===== src/rtl/clk_div_pkg.sv =====
// Shared types and constants for the programmable clock divider.
// Holds the controller state encoding and divisor limits.
package clk_div_pkg;

    typedef enum logic [1:0] {
        ST_IDLE = 2'd0,
        ST_RUN  = 2'd1,
        ST_PEND = 2'd2
    } state_e;

    localparam int unsigned MIN_DIV     = 2;
    localparam int unsigned DEFAULT_DIV = 50000;

endpackage


===== src/rtl/clk_div_cnt.sv =====
// Period counter for the clock divider: counts 0..div-1 and flags the wrap.
// Also exposes the next count so the owner can register derived outputs.
module clk_div_cnt #(
    parameter int WIDTH = 16
) (
    input  logic             clk,
    input  logic             rst_ni,
    input  logic             load_i,
    input  logic             en_i,
    input  logic [WIDTH-1:0] div_i,
    output logic [WIDTH-1:0] cnt_nxt_o,
    output logic             wrap_o
);

    logic [WIDTH-1:0] cnt_q;
    logic [WIDTH-1:0] cnt_d;

    always_comb begin
        wrap_o = en_i && !load_i && (cnt_q >= div_i - WIDTH'(1));
        cnt_d  = cnt_q;
        if (load_i || wrap_o) begin
            cnt_d = '0;
        end else if (en_i) begin
            cnt_d = cnt_q + WIDTH'(1);
        end
    end

    assign cnt_nxt_o = cnt_d;

    always_ff @(posedge clk or negedge rst_ni) begin
        if (!rst_ni) begin
            cnt_q <= '0;
        end else begin
            cnt_q <= cnt_d;
        end
    end

endmodule


===== src/rtl/clk_div_ctrl.sv =====
// Divider controller: run/idle FSM, divisor handshake and registered
// tick / square-wave outputs around the clk_div_cnt period counter.
module clk_div_ctrl #(
    parameter int          WIDTH       = 16,
    parameter int unsigned DEFAULT_DIV = clk_div_pkg::DEFAULT_DIV
) (
    input  logic             clk,
    input  logic             rst,
    input  logic             en,
    input  logic             cfg_valid,
    input  logic [WIDTH-1:0] cfg_div,
    output logic             cfg_ready,
    output logic             cfg_err,
    output logic             busy,
    output logic [WIDTH-1:0] cur_div,
    output logic             clk_divider,
    output logic             tick
);

    import clk_div_pkg::*;

    state_e           state_q;
    state_e           state_d;
    logic [WIDTH-1:0] div_q;
    logic [WIDTH-1:0] div_d;
    logic [WIDTH-1:0] pend_q;
    logic [WIDTH-1:0] pend_d;
    logic             err_q;
    logic             err_d;
    logic             tick_q;
    logic             tick_d;
    logic             clko_q;
    logic             clko_d;

    logic             accept;
    logic             legal;
    logic             take;
    logic             cnt_load;
    logic             wrap;
    logic [WIDTH-1:0] cnt_nxt;

    assign accept   = cfg_valid && cfg_ready;
    assign legal    = cfg_div >= WIDTH'(MIN_DIV);
    assign take     = accept && legal;
    assign cnt_load = (state_q == ST_IDLE) || !en;

    clk_div_cnt #(
        .WIDTH (WIDTH)
    ) u_cnt (
        .clk       (clk),
        .rst_ni    (rst),
        .load_i    (cnt_load),
        .en_i      (en),
        .div_i     (div_q),
        .cnt_nxt_o (cnt_nxt),
        .wrap_o    (wrap)
    );

    always_ff @(posedge clk or negedge rst) begin
        if (!rst) begin
            state_q <= ST_IDLE;
        end else begin
            state_q <= state_d;
        end
    end

    always_comb begin
        state_d = state_q;
        if (!en) begin
            state_d = ST_IDLE;
        end else begin
            unique case (state_q)
                ST_IDLE: state_d = ST_RUN;
                ST_RUN:  if (take) state_d = ST_PEND;
                ST_PEND: if (wrap) state_d = ST_RUN;
                default: state_d = ST_IDLE;
            endcase
        end
    end

    always_comb begin
        cfg_ready = 1'b1;
        busy      = 1'b0;
        unique case (1'b1)
            (state_q == ST_PEND): begin
                cfg_ready = 1'b0;
                busy      = 1'b1;
            end
            default: ;
        endcase
    end

    // A latched divisor is never dropped: it lands at the wrap or on idle entry.
    always_comb begin
        div_d  = div_q;
        pend_d = pend_q;
        if (state_q == ST_IDLE) begin
            if (take) div_d = cfg_div;
        end else if (!en) begin
            if (state_q == ST_PEND) begin
                div_d = pend_q;
            end else if (take) begin
                div_d = cfg_div;
            end
            pend_d = '0;
        end else if (state_q == ST_PEND) begin
            if (wrap) begin
                div_d  = pend_q;
                pend_d = '0;
            end
        end else if (take) begin
            pend_d = cfg_div;
        end
        err_d  = accept && !legal;
        tick_d = wrap;
        clko_d = (state_d != ST_IDLE) && (cnt_nxt < (div_d >> 1));
    end

    always_ff @(posedge clk or negedge rst) begin
        if (!rst) begin
            div_q  <= WIDTH'(DEFAULT_DIV);
            pend_q <= '0;
            err_q  <= 1'b0;
            tick_q <= 1'b0;
            clko_q <= 1'b0;
        end else begin
            div_q  <= div_d;
            pend_q <= pend_d;
            err_q  <= err_d;
            tick_q <= tick_d;
            clko_q <= clko_d;
        end
    end

    assign cur_div     = div_q;
    assign cfg_err     = err_q;
    assign tick        = tick_q;
    assign clk_divider = clko_q;

endmodule


===== config.mk =====
export PLATFORM = sky130hd
export DESIGN_NAME = clk_div_ctrl
export DESIGN_NICKNAME = d
export VERILOG_FILES = /design/src/rtl/clk_div_pkg.sv /design/src/rtl/clk_div_cnt.sv /design/src/rtl/clk_div_ctrl.sv
export SDC_FILE = /design/constraint.sdc
export NUM_CORES = 1
export LEC_CHECK = 0
export ABC_AREA = 0
export CORE_ASPECT_RATIO = 2
export CORE_UTILIZATION = 54
export DETAILED_ROUTE_END_ITERATION = 7
export PLACE_DENSITY = 0.79
export SYNTH_ARGS = -nofsm -noshare
export SYNTH_HDL_FRONTEND = slang
export SYNTH_HIERARCHICAL = 1
export SYNTH_SLANG_ARGS = --single-unit

===== constraint.sdc =====
create_clock -name clk -period 6.2 [get_ports clk]
set_input_delay 1.24 -clock clk [delete_from_list [all_inputs] [get_ports clk]]
set_output_delay 1.24 -clock clk [all_outputs]
set_load 0.01 [all_outputs]

==> flow_summary.ini, run 1 <==
[yosys]
yosysUniqueCellTypes = 56
asyncSetResetFlopFracSynth_pct = 100.0
ys_seq_elements = 53
synth_top_area_share_pct = 31.66
synth-edff-count = 0
syn_nets = 424
synth.top_cells.by_area = dfrtp_1, ha_1, a22o_1
synthesis.area_mm2 = 0.003715
synth_sequential_area_ratio_pct = 35.90
synth_area_per_cell_um2 = 9.986
yosys_warnings = 6
synthesis.instances = 372
largest_area_contributor_in_the_netlist = dfrtp_1
synth_ff_type = dfrtp_1

[worst_setup_path]
endpoint_kind = flop
critical_path_class = reg2reg
crit_arrival_ps = 5910
timing.reg2reg.setup_slack_ps = 480
regToRegEndpoint = clk_divider
crit_fanout = 8
critical_path.startpoint_type = flop
worst-endpoint-required_ps = 6390
r2r_cells = 23
crit-reg2reg-launch = cur_div[5]

[worst_hold_path]
worstHoldEndpoint = pend_q[8]
worst_hold_path.num_cells = 1
min-delay-path-class = reg2reg
worst_hold_startpoint = pend_q[8]

[clock_tree]
clockRootBuffer = clkbuf_16
cts.hold.buffers_added = 0
clockBufferDepth = 2
post_cts_resize_count = 0
path_clk_slew_ps = 80
worst_skew_pair.late_latency_ps = 300
cts.repair_timing.setup_buffer_count = 0
numClockSinks = 53
cts-buffers-inserted = 5
tritoncts = yes
htreeDepth = 2

[detailed_routing]
wire_per_inst_um = 20.58
drt_first_iter_violations = 172
dr_total_vias = 3218
drc_violations_left = 0
remaining_antenna_violation_count = 0
route.final.wire_length_mm = 10.23
detail_route.first_pass.iterations = 5
detail_route.vias_per_cell = 6.475

[floorplanning]
count_of_boundary_i_o_pins = 41
num_rows = 42
floorplan.initialDensity_pct = 56.10
total_die_area_mm2 = 0.007235
die-height_um = 119.3
fp.dieW_um = 60.65
coreArea_mm2 = 0.006621

[timing]
final.setup_skew_ps = 9.247
period_minus_slack_ps = 5715
max-slew-margin-rel_pct = 46.15
final_hold_viol_count = 0
finalSetupViolCount = 0
worst_pin_slew_ps = 807.7
max_clock_freq_mhz = 175.0
drv_slew = 0
min_period_over_period_pct = 92.18
grt_setup_unrepaired = no
totalNegativeSetupSlack_ps = 0

[outcome]
outcome = finished clean

[global_routing]
groute.usage.overall_pct = 32.10
grt_remaining_overflow = 0
grt_pass1_wl_mm = 17.22
grt_max_degree = 54
grt_antenna_before_repair = 0
first_global_vias = 3301

[final_layout]
layout.cells.most_common = dfrtp_1
antenna_cell_count = 0
fin_nets = 460
layout-drive-gt1-share_pct = 8.557
flow.area_growth_from_synthesis_pct = 16.27
layout.core_utilization_pct = 65.23
top_library_cells_by_usage_in_the_layout_fill_and_taps_aside = dfrtp_1, clkdlybuf4s50_1, ha_1

[power_and_ir_drop]
p_per_area_mw_per_mm2 = 260.5
p_leak_nw = 1.859
worst_ir_drop_vdd_mv = 0.2482

[run]
number_of_max_cap_violations = 0

[placed_design]
post-dp-hpwl_mm = 7.723
port_buffers = 40
place.gp.congestion = 0.9212
critical path: stages, from the launching register on:
cell       delay (ps)
dfrtp_1           460
nor4_2            370
nand2_1           190
or4_4             470
nor4_4            150
xnor2_1            90
ha_1              300
nand4_1           160
nor3_1            430
a221oi_1          230
nand3_1           140
nor3b_1           230
buf_4             180
nor2b_1            60
nor2_2            340
a22o_1            190
a22oi_1            80
o21a_1            160
ha_1              360
nand4_1           150
nor4_1            390
o2111ai_1         190
a211oi_1          200
nor3_1             70
report_power, final:
part / leakage (nW) / switching [mW] / internal, mW / total, mW
clock network: 0.0708 / 0.142 / 0.153 / 0.295
logic: 1.10 / 0.187 / 0.180 / 0.367
registers: 0.690 / 0.0741 / 0.389 / 0.464
state kept, by name, summed over array words and instances, names as in the netlist:
name,cells
u_cnt/cnt_q,16
state_q,2
cur_div,16
pend_q,16
tick,1
cfg_err,1
clk_divider,1
cells in the mapped netlist, types with 3 or more instances:
cell type	n
dfrtp_1	47
ha_1	32
a22o_1	30
nand2_1	23
nor3_1	23
xor2_1	18
mux2i_1	16
o21a_1	16
o21ai_1	15
a22oi_1	14
nor2_1	14
xnor2_1	10
a21oi_1	9
nand4_1	9
nor2b_1	7
buf_2	6
clkbuf_1	6
dfstp_2	6
inv_1	6
nor4_1	6
nand3_1	5
o21ai_0	5
a21o_1	3
a31oi_1	3
and3_1	3
layout make-up:
type / count / area (µm²)
Timing Repair Buffer: 47 / 447.9
Clock inverter: 3 / 25.02
Fill cell: 593 / 2302
Tap cell: 88 / 110.1
Multi-Input combinational cell: 295 / 2255
Sequential cell: 53 / 1334
Clock buffer: 5 / 125.1
Inverter: 6 / 22.52
stage by stage:
step	power, mW	hold WS, ps	worst slack, ps	std cells	cell area (µm²)
final	1.125	506.1	484.6	497	4319
after global routing	1.180	516.0	63.88	497	4319
after CTS	1.123	507.1	513.8	497	4313
after detailed placement	0.8269	482.8	606.8	489	4163
after global placement	0.8164	487.3	806.3	489	4163
after floorplan	0.6784	466.2	1140	372	3715
worst max path at each step:
stage	slack [ps]	start	to
after global placement	810	cur_div[5]	clk_divider
final	480	cur_div[5]	clk_divider
after CTS	510	cur_div[5]	clk_divider
after detailed placement	610	cur_div[5]	clk_divider
after global routing	60	cur_div[5]	clk_divider
after floorplan	1140	cur_div[7]	clk_divider
kinds of logic after synthesis:
| logic type | share of synthesized area, % |
|---|---|
| xor gates and xnor gates | 6.601 |
| and+or+nand+nor | 16.77 |
| AOI/OAI and AO/OA | 22.06 |
| muxes | 4.311 |
| adders and majority gates | 10.78 |
| DFF | 35.90 |
| buffers and inverters | 3.570 |
per-layer routing:
metal | global-route usage, % | wire length (µm) | vias to the layer above | share of wire [%]
met5 | 0 | 0 | - | 0
met4 | 18.89 | 572 | 0 | 5.6
met3 | 4.560 | 389 | 44 | 3.8
met2 | 52.20 | 5500 | 128 | 54
met1 | 38.65 | 3763 | 1550 | 37
li1 | - | - | 1496 | -
(Power assumes the default switching activity.)
==> inputs of run 2 (changes only) <==
- CORE_MARGIN: default -> 2
==> run 2 against run 1 <==
Wire length is 0.67% higher; fmax rose by 0.45%; sequential share of layout area is 0.24 points lower; utilization is 0.51 points higher; clock skew decreased by 0.80 ps; largest power group unchanged; sequential power hardly changed; clock-buffer cell count did not move; register-to-register slack better by 30 ps.
==> flow_summary.ini, run 2 (synthesis gave the netlist of run 1 again) <==
[detailed_routing]
remaining_antenna_violation_count = 0
detail_route.first_pass.iterations = 4
dr_total_vias = 3202
drt_first_iter_violations = 193
route.final.wire_length_mm = 10.30
wire_per_inst_um = 20.71
detail_route.vias_per_cell = 6.443
drc_violations_left = 0

[floorplanning]
count_of_boundary_i_o_pins = 41
fp.dieW_um = 62.65
floorplan.initialDensity_pct = 56.10
total_die_area_mm2 = 0.007599
num_rows = 42
die-height_um = 121.3
coreArea_mm2 = 0.006621

[clock_tree]
cts.hold.buffers_added = 0
path_clk_slew_ps = 70
htreeDepth = 2
numClockSinks = 53
worst_skew_pair.late_latency_ps = 300
cts-buffers-inserted = 5
clockRootBuffer = clkbuf_16
clockBufferDepth = 2
tritoncts = yes
cts.repair_timing.setup_buffer_count = 0
post_cts_resize_count = 0

[final_layout]
flow.area_growth_from_synthesis_pct = 17.18
layout.core_utilization_pct = 65.74
top_library_cells_by_usage_in_the_layout_fill_and_taps_aside = dfrtp_1, clkdlybuf4s50_1, ha_1
layout-drive-gt1-share_pct = 8.313
final_cell_area_mm2 = 0.004353
num-fill-cells = 569
fin_nets = 460
antenna_cell_count = 0
layout.cells.most_common = dfrtp_1

[timing]
final.setup_skew_ps = 8.444
drv_slew = 0
totalNegativeSetupSlack_ps = 0
period_minus_slack_ps = 5690
grt_setup_unrepaired = no
min_period_over_period_pct = 91.77
finalSetupViolCount = 0
worst_pin_slew_ps = 798.9
final_hold_viol_count = 0
max_clock_freq_mhz = 175.8
max-slew-margin-rel_pct = 46.74

[global_routing]
grt_remaining_overflow = 0
grt_max_degree = 54
groute.usage.overall_pct = 28.74
grt_antenna_before_repair = 0
grt_pass1_wl_mm = 16.90
first_global_vias = 3272

[worst_setup_path]
endpoint_kind = flop
critical_path_class = reg2reg
worst-endpoint-required_ps = 6420
timing.reg2reg.setup_slack_ps = 510
crit_arrival_ps = 5910
crit_fanout = 8
r2r_cells = 24
critical_path.startpoint_type = flop

[placed_design]
placed_standard_cell_area_mm2 = 0.004163
post-dp-hpwl_mm = 7.774
port_buffers = 40
place.gp.congestion = 0.9038

[outcome]
outcome = finished clean

[power_and_ir_drop]
p_leak_nw = 1.881
worst_ir_drop_vdd_mv = 0.2424
p_per_area_mw_per_mm2 = 274.5
total_power_mw = 1.195

[run]
number_of_max_cap_violations = 0

[worst_hold_path]
worst_hold_path.num_cells = 1
min-delay-path-class = reg2reg
==> run 2: changes by cell type in the layout (fill, tap and decap cells not counted) <==
cell	previous run	this run
nor4_1	5	6
inv_6	2	0
clkinvlp_4	1	0
clkinv_2	0	1
bufinv_16	0	2
nor4_2	2	1
==> run 2: final timing paths <==
path,from,to
max in group asynchronous,rst,cur_div[0]
min reg2reg,pend_q[0],pend_q[0]
max reg2reg,cur_div[5],clk_divider
min in group asynchronous,rst,cur_div[2]
min,pend_q[0],pend_q[0]
max,cur_div[5],clk_divider
==> run 2: cell type report <==
cell class                 instances  area [µm²]  area share, %
multi-input combinational        295        2248          51.65
sequential                        53        1334          30.64
timing repair buffer              47       447.9          10.29
clock buffer                       5       125.1          2.874
tap                               88       110.1          2.529
clock inverter                     3       65.06          1.495
inverter                           6       22.52         0.5174
==> run 2: critical path: stages, from the launching register on <==
cell      delay (ps)
dfrtp_1          450
nor4_2           340
nand2_1          180
nor4_1           510
nand2_1          140
xor2_1           170
ha_1             310
nand4_1          170
nor3_1           390
a221oi_1         220
nand3_1          140
nor3b_1          210
buf_4            170
nor2b_1           60
nor2_2           340
buf_4            240
a22o_1           140
a22oi_1           70
o21a_1           180
ha_1             290
a21o_1           160
a21o_1           160
a221oi_1         260
o21ai_1          100
nor3_1           180
==> run 2: layer usage <==
layer	wire, µm	vias to the layer above	track usage, %
li1	-	1485	-
met1	3848	1572	31.72
met2	5580	109	51.68
met3	353	36	3.803
met4	512	0	17.22
met5	0	-	0
==> run 2: per-stage QoR <==
| step | std cells | setup WS [ps] | hold WS [ps] |
|---|---|---|---|
| final | 497 | 510.1 | 504.4 |
| after global routing | 497 | 17.13 | 517.3 |
| after CTS | 497 | 589.5 | 507.9 |
| after detailed placement | 489 | 662.5 | 484.6 |
| after global placement | 489 | 807.6 | 486.9 |
| after floorplan | 372 | 1140 | 466.2 |
==> run 2: report_power, final <==
group | internal [mW] | switching (mW)
sequential | 0.390 | 0.0744
combinational | 0.179 | 0.187
clock | 0.231 | 0.134
